==> src/rtl/mem_read_arbiter.sv <==
// Shares one AXI read channel between i-cache (0) and d-cache (1), one burst at a time, owner-routed.
// Address goes out the cycle after an IDLE grant; read data passes through combinationally; grants wait on open d-cache writes.
module mem_read_arbiter #(
    parameter int ADDR_WIDTH = 32,
    parameter int DATA_WIDTH = 32,
    parameter int LEN_WIDTH  = 4
) (
    input  logic                    clk,
    input  logic                    rst_n,
    input  logic [1:0]              req_arvalid,
    output logic [1:0]              req_arready,
    input  logic [2*ADDR_WIDTH-1:0] req_araddr,
    input  logic [2*LEN_WIDTH-1:0]  req_arlen,
    output logic [1:0]              req_rvalid,
    output logic [DATA_WIDTH-1:0]   req_rdata,
    output logic [1:0]              req_rlast,
    output logic                    mem_arvalid,
    input  logic                    mem_arready,
    output logic [ADDR_WIDTH-1:0]   mem_araddr,
    output logic [LEN_WIDTH-1:0]    mem_arlen,
    output logic [3:0]              mem_arid,
    input  logic                    mem_rvalid,
    output logic                    mem_rready,
    input  logic [DATA_WIDTH-1:0]   mem_rdata,
    input  logic                    mem_rlast,
    input  logic                    wr_aw_fire,
    input  logic                    wr_b_fire,
    output logic                    burst_err
);

    typedef enum logic [1:0] {IDLE, ADDR, DATA} state_t;

    localparam logic [LEN_WIDTH-1:0] LEN_ONE = 1;
    localparam logic [LEN_WIDTH:0]   EXT_ONE = 1;

    state_t                state;
    state_t                state_nxt;
    logic                  owner;
    logic                  last_grant;
    logic                  grant_idx;
    logic [LEN_WIDTH-1:0]  len_r;
    logic [LEN_WIDTH-1:0]  beat_cnt;
    logic [1:0]            wr_pending;
    logic [ADDR_WIDTH-1:0] owner_addr;
    logic [LEN_WIDTH-1:0]  owner_len;
    logic [LEN_WIDTH:0]    cnt_next;
    logic                  grant_go;
    logic                  ar_fire;
    logic                  beat_fire;
    logic                  cnt_done;
    logic                  final_beat;
    logic                  wr_err;
    logic                  len_err;
    logic                  last_err;

    assign owner_addr = owner ? req_araddr[2*ADDR_WIDTH-1:ADDR_WIDTH] : req_araddr[ADDR_WIDTH-1:0];
    assign owner_len  = owner ? req_arlen[2*LEN_WIDTH-1:LEN_WIDTH]    : req_arlen[LEN_WIDTH-1:0];

    // Blocking looks only at the registered write count, so a same-cycle AW does not stop a grant.
    assign grant_go  = (state == IDLE) && (wr_pending == 2'd0) && (|req_arvalid);
    assign grant_idx = (&req_arvalid) ? ~last_grant : req_arvalid[1];
    assign ar_fire   = (state == ADDR) && mem_arready;
    assign beat_fire = (state == DATA) && mem_rvalid;

    // Extra bit keeps a zero-length burst from ever matching the count, so it runs to mem_rlast.
    assign cnt_next   = {1'b0, beat_cnt} + EXT_ONE;
    assign cnt_done   = (cnt_next == {1'b0, len_r});
    assign final_beat = beat_fire && (cnt_done || mem_rlast);
    assign last_err   = beat_fire && (cnt_done != mem_rlast);
    assign len_err    = ar_fire && (owner_len == '0);
    assign wr_err     = (wr_aw_fire && !wr_b_fire && (wr_pending == 2'd3)) ||
                        (wr_b_fire && !wr_aw_fire && (wr_pending == 2'd0));

    always_ff @(posedge clk) begin
        if (!rst_n) begin
            state <= IDLE;
        end else begin
            state <= state_nxt;
        end
    end

    always_comb begin
        state_nxt = state;
        case (state)
            IDLE:    if (grant_go)    state_nxt = ADDR;
            ADDR:    if (mem_arready) state_nxt = DATA;
            DATA:    if (final_beat)  state_nxt = IDLE;
            default:                  state_nxt = IDLE;
        endcase
    end

    always_comb begin
        req_arready = 2'b00;
        req_rvalid  = 2'b00;
        req_rlast   = 2'b00;
        req_rdata   = '0;
        mem_arvalid = 1'b0;
        mem_araddr  = '0;
        mem_arlen   = '0;
        mem_arid    = 4'd0;
        mem_rready  = 1'b0;
        case (state)
            ADDR: begin
                mem_arvalid        = 1'b1;
                mem_araddr         = owner_addr;
                mem_arlen          = owner_len;
                mem_arid           = {3'b000, owner};
                req_arready[owner] = mem_arready;
            end
            DATA: begin
                mem_rready        = 1'b1;
                req_rdata         = mem_rdata;
                req_rvalid[owner] = mem_rvalid;
                req_rlast[owner]  = final_beat;
            end
            default: ;
        endcase
    end

    always_ff @(posedge clk) begin
        if (!rst_n) begin
            owner      <= 1'b0;
            last_grant <= 1'b0;
            len_r      <= '0;
            beat_cnt   <= '0;
            wr_pending <= 2'd0;
            burst_err  <= 1'b0;
        end else begin
            if (grant_go) begin
                owner <= grant_idx;
            end
            if (ar_fire) begin
                len_r    <= owner_len;
                beat_cnt <= '0;
            end else if (beat_fire) begin
                beat_cnt <= beat_cnt + LEN_ONE;
            end
            if (final_beat) begin
                last_grant <= owner;
            end
            if (wr_aw_fire && !wr_b_fire && (wr_pending != 2'd3)) begin
                wr_pending <= wr_pending + 2'd1;
            end else if (wr_b_fire && !wr_aw_fire && (wr_pending != 2'd0)) begin
                wr_pending <= wr_pending - 2'd1;
            end
            if (wr_err || len_err || last_err) begin
                burst_err <= 1'b1;
            end
        end
    end

endmodule

==> config.mk <==
export PLATFORM = sky130hd
export DESIGN_NAME = mem_read_arbiter
export DESIGN_NICKNAME = d
export VERILOG_FILES = /design/src/rtl/mem_read_arbiter.sv
export SDC_FILE = /design/constraint.sdc
export NUM_CORES = 1
export LEC_CHECK = 0
export CORE_ASPECT_RATIO = 1.5
export CORE_MARGIN = 5
export CORE_UTILIZATION = 26
export CTS_BUF_LIST = sky130_fd_sc_hd__clkbuf_4 sky130_fd_sc_hd__clkbuf_8 sky130_fd_sc_hd__clkbuf_16
export CTS_CLUSTER_SIZE = 14
export DETAILED_ROUTE_END_ITERATION = 6
export PLACE_DENSITY = 0.92
export SETUP_SLACK_MARGIN = 0.05
export SLEW_MARGIN = 20
export SYNTH_ARGS = -nofsm -noshare
export SYNTH_HDL_FRONTEND = slang
export SYNTH_SLANG_ARGS = --single-unit
==> constraint.sdc <==
create_clock -name clk -period 2.1 [get_ports clk]
set_clock_uncertainty 0.15 [all_clocks]
set_input_delay 0.315 -clock clk [delete_from_list [all_inputs] [get_ports clk]]
set_output_delay 0.315 -clock clk [all_outputs]
set_load 0.01 [all_outputs]
==> flow_summary.yaml, run 1 <==
outcome:
  outcome: "finished, violations left"
  violations: "setup timing"
yosys:
  synth_simple_gate_area_share_pct: 34.7
  synth_cell_types: 37
  syn_area_per_cell_um2: 7.30
  ys_async_sr_fraction_pct: 0
  yosysWarnings: 0
  synthCells: 214
  synth_area_um2: 1560
  synthXorXnorAreaFrac_pct: 3.36
  synth-edff-count: 0
  synth_seq_cells: 15
  synth_top_family_by_area: "simple AND/OR/NAND/NOR gates"
  seq_area_frac_synth_pct: 19.2
  synth-compound-area-share_pct: 10.3
  synthAdderAreaFrac_pct: 1.60
  synthMuxAreaShare_pct: 23.7
  ys.flop_type: "dfxtp_1"
place:
  gp_congestion: 0.925
  dp_cells: 484
  hpwl_mm: 6.52
  port_buffers: 190
worst_setup_path:
  critPathCaptureType: "primary output"
  crit_type: "flip-flop to primary output"
  cp_num_cells: 7
  crit_path_start_kind: "flip-flop"
  path_cells: "ha_4 -> xor2_1 -> nor2_1 -> nand4b_1 -> ha_4 -> nor3_4 -> buf_2"
  cp_data_required_time_ns: 1.63
  r2r_cells: 8
  crit_family: "adder cells"
  slowest_stage: "dfxtp_2"
  cp_max_fo: 3
  crit_buf_inv: 1
  cpMostUsedCell: "ha_4"
  cp_slowest_stage_delay_ns: 0.33
  cp.arrival_ns: 1.76
die:
  core_area_um2: 5830
  die_height_um: 105
  dieArea_um2: 7690
  num_rows: 34
  initial_core_util_pct: 26.8
  die_x_um: 73.3
  top_level_ports: 194
detailed_routing:
  ant_nets: 0
  routedWlPerCell_um: 15.2
  vias: 2316
  totalWireLength_mm: 7.47
  route.met3.wl_mm: 1.01
  dr.first_iter.drc_count: 76
  drc_errors: 0
  top_layer_used: "met4"
  wl_met1_mm: 2.54
  first_pass_iters: 4
  vias_per_cell: 4.72
  wl_met2_mm: 3.70
finish:
  area.growth.synth_to_final_pct: 139
  final_common_cell: "clkdlybuf4s50_1"
  finalNetCount: 535
  final_cell_mix: "clkdlybuf4s50_1 (115), dlygate4sd2_1 (73), nor2_1 (50), and2_1 (32), mux2i_1 (32)"
  drive_gt1_share_pct: 11.5
  layout.cells.non_filler: 491
  antenna_cells: 0
grt:
  gr-total-overflow: 0
  grt_pass1_wl_mm: 11.1
  grt_use_total_pct: 18.0
  grt_max_degree: 35
  antenna_found_initial: 0
  grt_pass1_vias: 2342
clock_tree:
  clkSlewWorstSetupHoldPaths_ns: 0.06
  htreeDepth: 1
  cts_buffers: 3
  clk_path_buf_depth: 2
  cts_hold_buffers: 0
  worstSkewPairLatency_ns: 0.25
  cts_sinks: 15
  clockRootBuffer: "clkbuf_8"
  tritoncts: "yes"
power_and_ir_drop:
  power_density_nw_per_um2: 348
  p_leak_nw: 1.79
  total_power_mw: 1.30
  irDropWorstVdd_mv: 0.212
timing:
  hold-worst-slack_ns: 0.366
  rsz0062_at_grt: "yes"
  min_period_ns: 2.23
  finalHoldViolations: 0
  finalSetupViolations: 2
  drv_slew: 0
  fmax_mhz: 449
  period_share_pct: 106
  setup_slack_ns: -0.127
min_path:
  worstHoldPathType: "flip-flop to flip-flop"
  hold_depth: 2
flow_run:
  cap_violations: 0
[timing repair]
action,4_1_cts,5_1_grt
pin swaps,6,2
gates resized for setup,100,2
setup buffers,5,0
endpoints found under the setup margin,78,4
[where the power goes]
group | internal [mW] | leakage (nW) | switching (mW)
Combinational | 0.445 | 1.65 | 0.289
Clock | 0.134 | 0.0217 | 0.106
Sequential | 0.303 | 0.125 | 0.0242
Total | 0.882 | 1.79 | 0.420
[layout make-up]
class / instances / area [µm²]
clock buffer: 3 / 41.3
tap: 72 / 90.1
clock inverter: 1 / 7.51
inverter: 7 / 26.3
fill: 500 / 2090
multi-input combinational: 178 / 1230
sequential: 15 / 312
timing repair buffer: 215 / 2030
[registers in the layout, indices dropped and copies added, names as in the netlist]
name,flops
beat_cnt,4
burst_err,1
last_grant,1
len_r,4
owner,1
state,2
wr_pending,2
[cells by family after synthesis]
logic type / Yosys count
mux: 37
xor+xnor: 6
fa+ha+maj: 2
flops: 15
buf+inv: 23
simple gates: 105
compound gates: 25
other cells: 1
[path summary, 6_finish.rpt]
| check | startpoint | to | slack [ns] |
|---|---|---|---|
| max | beat_cnt[1] | req_rlast[1] | -0.13 |
| min | len_r[3] | len_r[3] | 0.37 |
| max reg2reg | beat_cnt[1] | last_grant | 0.19 |
| min reg2reg | len_r[3] | len_r[3] | 0.37 |
[tightest hold or removal path, delay by kind of cell (launching register included)]
family             cells  cell delay (ns)
AOI/OAI and AO/OA      1             0.05
DFF                    1             0.32
and+or+nand+nor        1             0.10
[routing by layer]
metal / GRT usage [%] / vias to the layer above
met5: 0 / -
li1: - / 1128
met1: 18.4 / 1011
met2: 32.8 / 158
met4: 7.12 / 0
met3: 5.86 / 19
[stage by stage]
stage | area, µm² | setup WS [ns] | TNS, ns | util (%)
final | 3740 | -0.127 | -0.182 | 64.2
after global routing | 3740 | -0.251 | -0.450 | 64.2
after CTS | 3740 | -0.136 | -0.219 | 64.2
after detailed placement | 3680 | -0.554 | -1.17 | 63.2
after global placement | 3680 | -0.436 | -1.02 | 63.2
after floorplan | 1570 | 0.0722 | 0 | -
[cell usage after synthesis, types with 3 or more instances]
cell type | count | area (µm²)
nor2_1 | 50 | 188
mux2i_1 | 37 | 370
and2_1 | 32 | 200
dfxtp_1 | 15 | 300
a21oi_1 | 7 | 35.0
inv_1 | 6 | 22.5
buf_2 | 5 | 25.0
clkbuf_1 | 5 | 18.8
o21ai_0 | 5 | 25.0
buf_4 | 4 | 30.0
nand2b_1 | 4 | 25.0
a211oi_1 | 3 | 22.5
nor3_1 | 3 | 15.0
xnor2_1 | 3 | 26.3
xor2_1 | 3 | 26.3
(Power assumes the default switching activity.)
==> run 2: changes to the inputs <==
--- a/config.mk
+++ b/config.mk
@@ -11,6 +11,7 @@
 export CTS_BUF_LIST = sky130_fd_sc_hd__clkbuf_4 sky130_fd_sc_hd__clkbuf_8 sky130_fd_sc_hd__clkbuf_16
 export CTS_CLUSTER_SIZE = 14
 export DETAILED_ROUTE_END_ITERATION = 6
+export GPL_TIMING_DRIVEN = 0
 export PLACE_DENSITY = 0.92
 export SETUP_SLACK_MARGIN = 0.05
 export SLEW_MARGIN = 20
==> run 2 against run 1 <==
The flow still finishes with violations (setup timing). Design area increased by 2.2%. Die area did not move. Combinational power grew 9.4%. Maximum frequency increased by 1.4%.
==> flow_summary.yaml, run 2 (same netlist as run 1, synthesis figures left out) <==
outcome:
  outcome: "finished, violations left"
  violations: "setup timing"
timing:
  drv_slew: 0
  min_period_ns: 2.20
  finalSetupTns_ns: -0.175
  period_share_pct: 105
  finalSetupViolations: 2
  finalHoldViolations: 0
  rsz0062_at_grt: "yes"
  fmax_mhz: 455
  setup_slack_ns: -0.0966
finish:
  final_cell_mix: "clkdlybuf4s50_1 (114), dlygate4sd2_1 (63), nor2_1 (50), and2_1 (32), mux2i_1 (32)"
  reg.largest.list: "beat_cnt x4, len_r x4"
  drive_gt1_share_pct: 13.7
  regArea_um2: 314
  finalCoreUtilization_pct: 65.6
  final_common_cell: "clkdlybuf4s50_1"
  area.growth.synth_to_final_pct: 145
  postLayoutCellArea_um2: 3820
  multi_input_area_um2: 1250
  fillCellCount: 472
  finalNetCount: 538
  antenna_cells: 0
grt:
  grt_use_total_pct: 17.9
  grt_pass1_wl_mm: 11.0
  gr-total-overflow: 0
  antenna_found_initial: 0
  grt_max_degree: 11
  grt_pass1_vias: 2279
clock_tree:
  clockRootBuffer: "clkbuf_8"
  clkSlewWorstSetupHoldPaths_ns: 0.05
  cts_sinks: 15
  clk_path_buf_depth: 2
  worstSkewPairLatency_ns: 0.24
  htreeDepth: 1
  cts_buffers: 3
  cts_hold_buffers: 0
  tritoncts: "yes"
power_and_ir_drop:
  power_density_nw_per_um2: 356
  irDropWorstVdd_mv: 0.232
  total_power_mw: 1.36
  p_leak_nw: 1.81
worst_setup_path:
  crit_path_start_kind: "flip-flop"
  r2r_cells: 8
  crit_type: "flip-flop to primary output"
  cp_max_fo: 3
  cp.arrival_ns: 1.73
  cp_data_required_time_ns: 1.63
  critPathCaptureType: "primary output"
place:
  dpl_cell_area_um2: 3560
  gp_congestion: 0.930
  hpwl_mm: 6.48
  port_buffers: 190
flow_run:
  cap_violations: 0
detailed_routing:
  dr.first_iter.drc_count: 50
  vias: 2324
  first_pass_iters: 4
  ant_nets: 0
  totalWireLength_mm: 7.61
  drc_errors: 0
  routedWlPerCell_um: 15.4
  vias_per_cell: 4.70
die:
  initial_core_util_pct: 26.8
  core_area_um2: 5830
  die_height_um: 105
  num_rows: 34
  dieArea_um2: 7690
  top_level_ports: 194
  die_x_um: 73.3
min_path:
  worstHoldPathType: "flip-flop to flip-flop"
  hold_depth: 2
[run 2: changes by cell type in the layout (fill, tap and decap cells not counted), moves of 3 or more]
| cell | delta |
|---|---|
| buf_4 | -5 |
| clkbuf_2 | +5 |
| clkbuf_4 | +3 |
| clkbuf_8 | +3 |
| clkdlybuf4s15_1 | +4 |
| dlygate4sd2_1 | -10 |
[run 2: report_power, final]
| part | total [mW] | internal (mW) | switching [mW] |
|---|---|---|---|
| Clock | 0.239 | 0.147 | 0.0918 |
| Sequential | 0.320 | 0.300 | 0.0192 |
| Combinational | 0.804 | 0.491 | 0.312 |
| Total | 1.36 | 0.939 | 0.423 |
[run 2: path summary, 6_finish.rpt]
kind	from	to	slack (ns)
setup / recovery	beat_cnt[1]	req_rlast[1]	-0.1
hold / removal	len_r[1]	len_r[1]	0.36
setup reg to reg	beat_cnt[1]	last_grant	0.18
hold reg to reg	len_r[1]	len_r[1]	0.36
[run 2: cell type report]
type | instances | share of cell area, %
Timing Repair Buffer | 202 | 50.1
Multi-Input combinational cell | 178 | 32.6
Sequential cell | 15 | 8.22
Buffer | 16 | 4.71
Tap cell | 72 | 2.36
Clock buffer | 4 | 1.28
Inverter | 7 | 0.687
[run 2: metal layers]
metal  global-route usage [%]  vias to the layer above  wire (µm)
met5                        0                        -          0
met4                     7.12                        0        180
met3                     5.57                       14        980
met2                     33.5                      151       3850
met1                     17.5                     1028       2600
li1                         -                     1131          -
[run 2: worst max-delay path: stages, from the launching register on]
cell and delay, ns:
dfxtp_4 0.36, ha_4 0.24, xor2_1 0.13, nor2_1 0.10, nand4b_1 0.16, ha_4 0.22
nor3_4 0.14, buf_6 0.13
[run 2: timing repair]
action | 4_1_cts | 5_1_grt
gates cloned | 1 | 1
setup buffers | 6 | 4
setup endpoints to repair | 77 | 24
gates resized for setup | 143 | 16
pin swaps | 7 | 2
[run 2: through the flow]
step	worst slack, ns	std cells	hold slack (ns)
finish	-0.0966	494	0.359
global route	-0.177	494	0.386
CTS	-0.147	489	0.361
detailed placement	-0.640	478	0.353
global placement	-0.552	478	0.352
floorplan	0.0722	216	0.282
==> edit, RTL diff (settings of run 2) <==
`DATA_WIDTH`: 32 -> 64.
--- a/src/rtl/mem_read_arbiter.sv
+++ b/src/rtl/mem_read_arbiter.sv
@@ -2,7 +2,7 @@
 // Address goes out the cycle after an IDLE grant; read data passes through combinationally; grants wait on open d-cache writes.
 module mem_read_arbiter #(
     parameter int ADDR_WIDTH = 32,
-    parameter int DATA_WIDTH = 32,
+    parameter int DATA_WIDTH = 64,
     parameter int LEN_WIDTH  = 4
 ) (
     input  logic                    clk,
Interface: changed (resized mem_rdata and req_rdata); port bits go from 194 to 258. The function was not compared with the original's and may differ.
==> edit against run 2 <==
The run still ends with setup timing left. Routed wire length rose by 43%. Design area rose by 17%. Area after synthesis up 14%. Via count up 20%. Setup slack better by 0.019 ns. First-iteration DRC count shrank 12%. Combinational power rose by 11%. Total power grew 6.9%. Sequential cell count unchanged. Synthesized cell count rose by 17%. Critical endpoint unchanged.
==> edit: results (changes against run 2) <==
| Metric | Value |
|---|---|
| DPL Wire Length | 9.45 mm (was 6.48 mm) |
| Layout cells sized above 1 | 16.2% (was 13.7%) |
| Post-route setup slack | -0.0776 ns (was -0.0966 ns) |
| Hold path start | burst_err (was len_r[1]) |
| # nets final | 666 (was 538) |
| First-pass GRT wire length | 16.2 mm (was 11.0 mm) |
| Ys async rst share | 0% (unchanged) |
| Violated checks | setup timing (unchanged) |
| Area contributors post-synth | and2_1 (23%), mux2i_1 (21%), dfxtp_1 (17%), nor2_1 (11%), a21oi_1 (2.0%) (was mux2i_1 (24%), dfxtp_1 (19%), and2_1 (13%), nor2_1 (12%), a21oi_1 (2.2%)) |
| H-tree Lvls | 1 (unchanged) |
| Register area share after synthesis | 16.9% (was 19.2%) |
| Synth top cells by count | and2_1 (64), nor2_1 (50), mux2i_1 (37) (was nor2_1 (50), mux2i_1 (37), and2_1 (32)) |
| # diodes | 0 (unchanged) |
| Worst hold path endpoint | burst_err (was len_r[1]) |
| I/O Buffers | 254 (was 190) |
| Dpl cells | 584 (was 478) |
| # setup viols final | 2 (unchanged) |
| Pwr Total | 1.46 mW (was 1.36 mW) |
| Status | finished with violations (unchanged) |
| Maximum vdd drop | 260 uV (was 232 uV) |
| Routed wire length | 10.9 mm (was 7.61 mm) |
| Avg Inst Size Synth | 7.11 um^2 (was 7.30 um^2) |
| Vias in the first global route | 2929 (was 2279) |
| GP Congestion | 0.908 (was 0.930) |
| Static leakage | 2.12 nW (was 1.81 nW) |
| Final-layout fill cell count | 602 (was 472) |
| Final Non-Filler Cells | 596 (was 494) |
| Total track usage | 23.9% (was 17.9%) |
| Drt via density | 4.70 (about the same) |
| Worst R2R Setup Slack | 0.20 ns (was 0.18 ns) |
| Iteration-0 DRC count of the detailed router | 44 (was 50) |
## edit: changes by cell type in the layout (fill, tap and decap cells not counted), sizes merged, moves of 7 or more
cell                  run 2  this run
clkdlybuf4s50           114       146
and2                     32        64
clkbuf                   16        41
buf                      24        31
clkdlybuf4s15             4        18
dlygate4sd2              63        50
## edit: layer usage
layer | vias up | wire length (um) | global-route usage (%)
li1 | 1360 | - | -
met1 | 1226 | 3460 | 22.4
met2 | 194 | 5670 | 44.9
met3 | 20 | 1470 | 12.4
met4 | 0 | 284 | 5.05
met5 | - | 0 | 0
## edit: per-stage QoR
step / TNS [ns] / hold slack [ns] / cell area [um^2] / setup WS (ns)
finish: -0.127 / 0.373 / 4470 / -0.0776
global route: -0.270 / 0.410 / 4470 / -0.153
CTS: -0.186 / 0.378 / 4580 / -0.116
detailed placement: -27.01 / 0.366 / 4430 / -0.573
global placement: -25.95 / 0.348 / 4430 / -0.576
floorplan: 0 / 0.282 / 1790 / 0.0722
## edit: where the power goes
part / switching [mW] / total [mW] / internal [mW]
combinational: 0.357 / 0.894 / 0.538
sequential: 0.0182 / 0.319 / 0.301
clock: 0.0954 / 0.242 / 0.147
## edit: worst max-delay path by stage
stage | from | to | slack (ns) | cells past startpoint
2_1_floorplan | beat_cnt[0] | req_rlast[1] | 0.07 | 6
3_3_place_gp | state[1] | req_rdata[21] | -0.58 | 5
3_5_place_dp | state[1] | req_rdata[24] | -0.57 | 5
4_1_cts | beat_cnt[1] | req_rlast[1] | -0.12 | 7
5_1_grt | beat_cnt[1] | req_rlast[1] | -0.15 | 7
6_report | beat_cnt[1] | req_rlast[1] | -0.08 | 7
## edit: cell families after synthesis
group | share of synthesized area [%]
compound gates | 9.08
xor+xnor | 2.96
fa+ha+maj | 1.41
buf+inv | 6.90
flops | 16.9
mux | 20.8
other cells | 0.211
simple gates | 41.7
## edit: timing repair
item | in CTS | in global routing
pin swaps | 6 | 1
cloned | 0 | 0
setup endpoints to repair | 109 | 63
resized for setup | 197 | 81
setup buffers | 8 | 0
## edit: final cells by class
cell class	instances	area share, %
sequential	15	7.00
clock buffer	4	1.09
inverter	7	0.588
multi-input combinational	210	31.5
timing repair buffer	262	53.0
buffer	20	4.62
tap	78	2.18
## edit: worst max-delay path: stages, from the launching register on
cell and delay (ns):
dfxtp_2 0.34, ha_4 0.24, xor2_1 0.16, nor2_1 0.10
nand4b_1 0.11, ha_2 0.23, nor3_4 0.13, buf_4 0.16
